===== src/rtl/fdiv_iter.sv =====
// fdiv_iter: iterative binary32 divider, s = a / b.
// Radix-2 restoring mantissa division, one quotient bit per clock, followed by
// a normalise/special-case cycle and a result-publish cycle. Every operation
// takes the same number of cycles.
// Optional build macro: FDIV_ROUND_EN (round half-up on the guard bit);
// without it the quotient mantissa is truncated.
//
// Handshake: a request is taken on a rising edge where start=1 and busy=0;
// a and b are sampled on that edge. busy stays high until the edge that
// raises done. done is a one-cycle pulse. s changes only on that edge and
// holds until the next done. A start seen during the done cycle is taken
// on the following edge.
module fdiv_iter (
    input  logic        clk,
    input  logic        rst,
    input  logic        start,
    input  logic [31:0] a,
    input  logic [31:0] b,
    output logic        busy,
    output logic        done,
    output logic [31:0] s,
    output logic [1:0]  state_dbg
);

    typedef enum logic [1:0] {
        IDLE = 2'd0,
        DIV  = 2'd1,
        NORM = 2'd2,
        FIN  = 2'd3
    } state_t;

    state_t             state;
    state_t             state_nxt;

    logic               load;
    logic               step;
    logic               norm_en;
    logic               fin;

    logic [4:0]         cnt;
    logic [24:0]        r;
    logic [23:0]        d;
    logic [25:0]        q;
    logic signed [9:0]  e;
    logic               sign;
    logic               za;
    logic               zb;
    logic [31:0]        res;

    logic               r_ge_d;
    logic [23:0]        r_diff;
    logic [22:0]        mant;
    logic signed [9:0]  exp_n;
    logic [22:0]        mant_f;
    logic signed [9:0]  exp_f;
    logic [31:0]        norm_res;

    assign state_dbg = state;

    // State register; reset aborts any operation in flight.
    always_ff @(posedge clk or posedge rst) begin
        if (rst) state <= IDLE;
        else     state <= state_nxt;
    end

    // Next-state and per-state datapath enables.
    always_comb begin
        state_nxt = state;
        load      = 1'b0;
        step      = 1'b0;
        norm_en   = 1'b0;
        fin       = 1'b0;
        case (state)
            IDLE: begin
                if (start) begin
                    load      = 1'b1;
                    state_nxt = DIV;
                end
            end
            DIV: begin
                step = 1'b1;
                if (cnt == 5'd25) state_nxt = NORM;
            end
            NORM: begin
                norm_en   = 1'b1;
                state_nxt = FIN;
            end
            FIN: begin
                fin       = 1'b1;
                state_nxt = IDLE;
            end
            default: state_nxt = IDLE;
        endcase
    end

    // Restoring step. R < 2*D always holds, so the difference fits in 24 bits.
    always_comb begin
        r_ge_d = (r >= {1'b0, d});
        r_diff = r[23:0] - d;
    end

    // Normalise (quotient lies in (0.5, 2)), optional rounding, special cases.
`ifdef FDIV_ROUND_EN
    logic        guard;
    logic [23:0] mant_sum;
`endif
    always_comb begin
        if (q[25]) begin
            mant  = q[24:2];
            exp_n = e;
        end else begin
            mant  = q[23:1];
            exp_n = e - 10'sd1;
        end
`ifdef FDIV_ROUND_EN
        guard    = q[25] ? q[1] : q[0];
        mant_sum = {1'b0, mant} + {23'd0, guard};
        if (mant_sum[23]) begin
            mant_f = 23'd0;
            exp_f  = exp_n + 10'sd1;
        end else begin
            mant_f = mant_sum[22:0];
            exp_f  = exp_n;
        end
`else
        mant_f = mant;
        exp_f  = exp_n;
`endif
        if (zb)
            norm_res = {sign, 8'hFF, 23'h0};
        else if (za)
            norm_res = {sign, 31'h0};
        else if (exp_f <= 10'sd0)
            norm_res = {sign, 31'h0};
        else if (exp_f >= 10'sd255)
            norm_res = {sign, 8'hFF, 23'h0};
        else
            norm_res = {sign, exp_f[7:0], mant_f};
    end

    // Operand capture, iteration state, result staging and handshake outputs.
    always_ff @(posedge clk or posedge rst) begin
        if (rst) begin
            busy <= 1'b0;
            done <= 1'b0;
            s    <= 32'h0;
            cnt  <= 5'd0;
            r    <= 25'd0;
            d    <= 24'd0;
            q    <= 26'd0;
            e    <= 10'sd0;
            sign <= 1'b0;
            za   <= 1'b0;
            zb   <= 1'b0;
            res  <= 32'h0;
        end else begin
            done <= 1'b0;
            if (load) begin
                busy <= 1'b1;
                sign <= a[31] ^ b[31];
                e    <= {2'b00, a[30:23]} - {2'b00, b[30:23]} + 10'd127;
                za   <= (a[30:23] == 8'd0);
                zb   <= (b[30:23] == 8'd0);
                r    <= {2'b01, a[22:0]};
                d    <= {1'b1, b[22:0]};
                q    <= 26'd0;
                cnt  <= 5'd0;
            end
            if (step) begin
                cnt <= cnt + 5'd1;
                if (r_ge_d) begin
                    q <= {q[24:0], 1'b1};
                    r <= {r_diff, 1'b0};
                end else begin
                    q <= {q[24:0], 1'b0};
                    r <= {r[23:0], 1'b0};
                end
            end
            if (norm_en) res <= norm_res;
            if (fin) begin
                s    <= res;
                done <= 1'b1;
                busy <= 1'b0;
            end
        end
    end

endmodule


===== config.mk =====
export PLATFORM = sky130hd
export DESIGN_NAME = fdiv_iter
export DESIGN_NICKNAME = d
export VERILOG_FILES = /design/src/rtl/fdiv_iter.sv
export SDC_FILE = /design/constraint.sdc
export NUM_CORES = 1
export LEC_CHECK = 0
export ABC_AREA = 1
export BUFFER_PORTS_ARGS = -buffer_cell sky130_fd_sc_hd__buf_2
export CAP_MARGIN = 20
export CORE_ASPECT_RATIO = 1.75
export CORE_MARGIN = 2
export CORE_UTILIZATION = 63
export CTS_CLUSTER_DIAMETER = 200
export DETAILED_ROUTE_END_ITERATION = 8
export GPL_ROUTABILITY_DRIVEN = 1
export GPL_TIMING_DRIVEN = 0
export PLACE_DENSITY_LB_ADDON = 0.08
export SLEW_MARGIN = 10
export SYNTH_ARGS = -nofsm -noshare
export SYNTH_HDL_FRONTEND = slang
export SYNTH_SLANG_ARGS = --single-unit

===== constraint.sdc =====
create_clock -name clk -period 8.2 [get_ports clk]
set_input_delay 1.23 -clock clk [delete_from_list [all_inputs] [get_ports clk]]
set_output_delay 1.23 -clock clk [all_outputs]
set_load 0.02 [all_outputs]

### Word-level counts from Yosys, hierarchy flattened

Index checks and enable logic that the tools add are counted.

* flip-flop bits (word level): 161
* input port bits: 67
* output and inout bits: 36
* word-level logic and storage cells: 59

* $add $sub $neg: 5
* magnitude comparators: 3
* eq/ne operators: 6
* multiplexer cells: 25
* bitwise gates (word level): 1
* reduce and logical (&&, ||, !) cells: 6

Operators with widths (number)
* $mux W31: 4
* $mux W25: 3
* $mux W26: 2
* $ge A25 B24 Y1: 1
* $sub A24 B24 Y24: 1
* $mux W23: 1
* $logic_not A8 Y1: 2
* $add A9 B8 Y10 const B: 1
* $ge A10 B9 Y1 const B: 1
* $le A10 B1 Y1 const B: 1
* $mux W10: 1
* $mux W5: 2
* $sub A10 B2 Y10 const B: 1
* $mux W1: 9
* $sub A8 B8 Y9: 1
* $pmux W2 S4: 1
* $add A5 B1 Y5 const B: 1
* $eq A5 B5 Y1 const B: 1
* $eq A2 B2 Y1 const B: 2
* $mux W2: 2
* $ne A2 B2 Y1 const B: 2
* $reduce_bool A2 Y1: 2
* $eq A2 B1 Y1 const B: 1
* $logic_not A2 Y1: 1
* other kinds (2): 2

### Depth between registers and ports, before layout

* depth after elaboration: 7
* depth in mapped cells: 16
* mapped depth without buffers: 16

### Least setup slack after synthesis

Ideal clock, no wire load.

* path kind: input to register
* start: input a[23]
* end: register e[7]
* setup time: 0.130 ns
* arrival: 2.787 ns
* data required time: 8.070 ns
* slack: 5.283 ns
* cell stages on the path: 11
* path buffers: 0
* cell sequence: inv_1 -> ha_1 -> inv_1 -> fa_1 -> xnor2_1 -> nand3_1 -> nand3b_1 -> nor2_1 -> nand3_1 -> nand3_1 -> o21ai_0

* cells in the longest elaborated chain, start to end: 2

RTL lines
* start: declaration: line 17 `input logic [31:0] a,`
* $sub A8 B8 Y9: line 161 `e <= {2'b00, a[30:23]} - {2'b00, b[30:23]} + 10'd127;`
* $add A9 B8 Y10: line 161
* end signal: assignment: line 161
* end: declaration: line 44 `logic signed [9:0] e;`

No other way between the ends.
A chain may end at the register's enable or synchronous reset.

### Final worst setup path

* start: input start
* end: register cnt[2]

* cells in the longest elaborated chain, start to end: 3

RTL lines
* start: declaration: line 16 `input logic start,`
* $mux W1: line 75 `if (start) begin`
* $mux W1: line 73 `case (state)`
* $reduce_bool A2 Y1 (no line)
* end signal: assignment: line 170 `cnt <= cnt + 5'd1;`
* end: declaration: line 40 `logic [4:0] cnt;`

No other way between the ends.

==> metrics.md <==
| Metric | Value |
|---|---|
| # port buffers | 102 |
| Syn Area/Cell | around 7.6 um2 |
| Routed WL | 27200 um |
| Die area | between 0.015 and 0.02 mm2 |
| Vias in the first global route | a little under 9000 |
| Synth area leader | dfrtp_1 |
| Yosys top cell area share | 0.426 |
| Xor and xnor area share after synthesis | 0.0185 |
| Clk buf depth | 2 |
| H-tree depth | 4 |
| Design Power | between 5 and 6 mW |
| Via density | 5.60 |
| CP Class | in2reg |
| Nets | ~1500 |
| Post-synthesis simple-gate area fraction | 0.264 |
| Worst EP required | roughly 8500 ps |
| Lkg Pwr | about 5.8 nW |
| Cell Area, Synth | roughly 0.0095 mm2 |
| Worst Max-Slew Pin Slew | ~780 ps |
| CTS clk-pin slew, worst paths | 80 ps |
| Initial core utilization | 0.640 |
| Startpoint of the worst register-to-register path | state_dbg[0]$_DFFE_PP0P_ |
| Buffers and inverters on the worst path | 5 |
| Post-Synth Adder-Cell Area | 0.0585 |
| Compound-gate portion of the synthesized area | 0.109 |
| Post-DP HPWL | ~20000 um |
| Most frequent cells in the layout | 371 x nand2_1, 186 x inv_1, 161 x dfrtp_1 |
| Crit path launch | start |
| Core area | 0.0148 mm2 |
| Largest net degree at the start of global routing | between 90 and 100 |
| DRT iter0 DRCs | 542 |
| Crit-path cells | buf_2, nand2_1, inv_2, nor2_1, inv_1, buf_2, buf_1, o22ai_1 |
| Fin. max-slew vios | 0 |
| Grt ovf | 0 |
| Final setup violation count | 0 |
| Fraction of layout cells with a size suffix above 1 | 0.138 |
| Fin Setup TNS | 0 ps |
| Largest family of logic cells by synthesized area | simple AND/OR/NAND/NOR gates |
| Outcome | complete, no violations |
| Row count | 59 |
| Antenna violations before repair | 1 |
| Commonest non-fill, non-tap cell in the layout | nand2_1 |
| Num CTS Buffers | 17 |
| Crit path top cell by count | buf_2 |
| Layout area overhead | 14.9% |
| Hold Startpoint | res[12]$_DFFE_PP0P_ |
| Slowest Stage Delay on Critical Path | 600 ps |
| Die width | 96.6 um |
| Post-layout min period | between 3000 and 4000 ps |
| Cells after synthesis | 1252 |
| Clk sink count | between 150 and 200 |
| Crit-path slowest cell | nor2_1 |
| Hold Vio Cnt, Final | 0 |
| CP top delay family | buffers and inverters |
| Synth unique cells | 40 |
| Register area share after synthesis | 0.426 |
| Synth area leaders | dfrtp_1 43%, nand2_1 15%, inv_1 7.4% |
| Pre-Repair DR Iteration Count | 5 |
| Critical path capture point type | register |
| DRC Markers | 0 |
| Height of the die | 166 um |
| Worst VDD drop | 0.272 mV |
| Power density over the cells | 466 mW/mm2 |
| Mean routed wirelength per cell | 17.3 um |
| Global-route wire length before repair | between 40000 and 50000 um |
| Num ports | around 100 |
| All-layer global routing usage | 0.352 |
| Fin crit share | 0.380 |
| Max_cap viols | 0 |
| Rel. slew slack | 0.477 |
| #FFs+latches synth | about 160 |
| Post-CTS Resized | 0 |
| Hold buffers post-CTS | 0 |
| Yosys Warn Count | 0 |
| Post-CTS Setup Repair Bufs | 0 |
| RSZ-0062 raised after global routing | false |
| Max Clock Freq | 0.321 GHz |
| Hold crit path type | reg2reg |
| Final RePlAce weighted congestion | between 0.9 and 1 |
| Worst skew pair latency | around 440 ps |
| Worst Path Arrival | between 3000 and 4000 ps |
| Via Count | between 8000 and 9000 |
| Routed Antenna Nets | 0 |
| Clk_skew | between 15 and 20 ps |
| Syn_nets | between 1000 and 1500 |
| TritonCTS clock tree | built |
| Crit path max fanout | 10 |
| Root Driver | clkbuf_16 |
| Crit start category | input port |
| Mux cell area share after synthesis | 0.0286 |
path summary, 6_finish.rpt:
path	endpoint	slack, ps	cells past startpoint
worst max-delay path	cnt[2]$_DFFE_PP0P_	5080	8
max in group asynchronous	e[2]$_DFFE_PP0P_	6540	3
worst min register to register	res[12]$_DFFE_PP0P_	470	2
worst min-delay path	res[12]$_DFFE_PP0P_	470	2
min in group asynchronous	r[11]$_DFFE_PP0P_	840	2
worst max register to register	cnt[2]$_DFFE_PP0P_	5200	9
cell families (layout without fill, tap and decap cells):
family | Yosys count | in the layout
and+or+nand+nor | 587 | 587
buffers and inverters | 232 | 367
AOI/OAI and AO/OA | 185 | 185
DFF | 161 | 161
adders and majority gates | 43 | 43
muxes | 24 | 24
xor gates and xnor gates | 20 | 20
other | 0 | 1
sequential cells by signal, summed over array words and instances, names as in the netlist:
signal     count
q             26
done           1
e             10
state_dbg      2
s             32
res           32
d             24
busy           1
zb             1
r             25
sign           1
za             1
cnt            5
synthesized netlist by cell type:
master,n
nor2_1,82
o22ai_1,30
nand3_4,1
or2_1,1
mux2_2,24
clkbuf_1,25
inv_2,3
nor3_1,4
and2_1,1
dfrtp_1,161
nand2_2,4
buf_2,4
xor2_1,12
buf_1,8
nand3_1,66
o21a_1,1
o22a_1,6
nand2_1,371
nand3b_1,8
o21bai_1,7
a22oi_1,1
nand4_1,32
inv_1,187
a21oi_1,55
fa_1,2
nor2_2,5
a21oi_4,1
xnor2_1,8
a31oi_1,2
buf_6,4
clkinv_1,1
or4_1,1
ha_1,41
o41ai_1,1
nor2_4,1
nand3_2,3
nor4_1,2
or2_2,4
nor3_2,1
o21ai_0,81
area by class of cell:
class | instances | area [um2]
diodes | 1 | 2.50
plain buffers | 41 | 189
clock buffers | 17 | 425
clock inverters | 15 | 204
fillers | 1170 | 3910
inverters | 191 | 724
multi-input cells | 859 | 4520
flip-flops and latches | 161 | 4030
well taps | 183 | 229
repair buffers | 103 | 538
per-layer routing:
layer  vias to the layer above  wire length [um]  track usage  share of wire
met5                         -                 0            0              0
met4                         0              1460        0.193          0.054
met3                        96              1080       0.0426          0.040
met2                       286             14800        0.639           0.54
met1                      4145              9830        0.381           0.36
li1                       4274                 -            -              -
worst reg2reg max path, cell delays in order (launching register included):
cell and delay [ps]:
dfrtp_1 440, inv_1 120, ha_1 240, nand2_1 310, inv_2 200, nor2_1 600
inv_1 230, buf_2 290, buf_1 280, o22ai_1 210
power by group:
part	switching, mW	total (mW)	internal [mW]
Sequential	0.193	1.31	1.12
Clock	0.408	0.828	0.420
Combinational	1.94	2.92	0.980
Total	2.54	5.06	2.52
metrics by stage:
stage | util | cell area (um2) | hold slack [ps] | std cells | setup slack [ps]
after floorplan | - | 9450 | 426 | 1252 | 2620
after global placement | 0.690 | 10200 | 450 | 1537 | 1070
after detailed placement | 0.693 | 10200 | 460 | 1538 | 4750
after CTS | 0.735 | 10900 | 477 | 1570 | 5150
after global routing | 0.735 | 10900 | 495 | 1570 | 4950
final | 0.736 | 10900 | 474 | 1571 | 5080
Power figures use the tool's default switching activity.
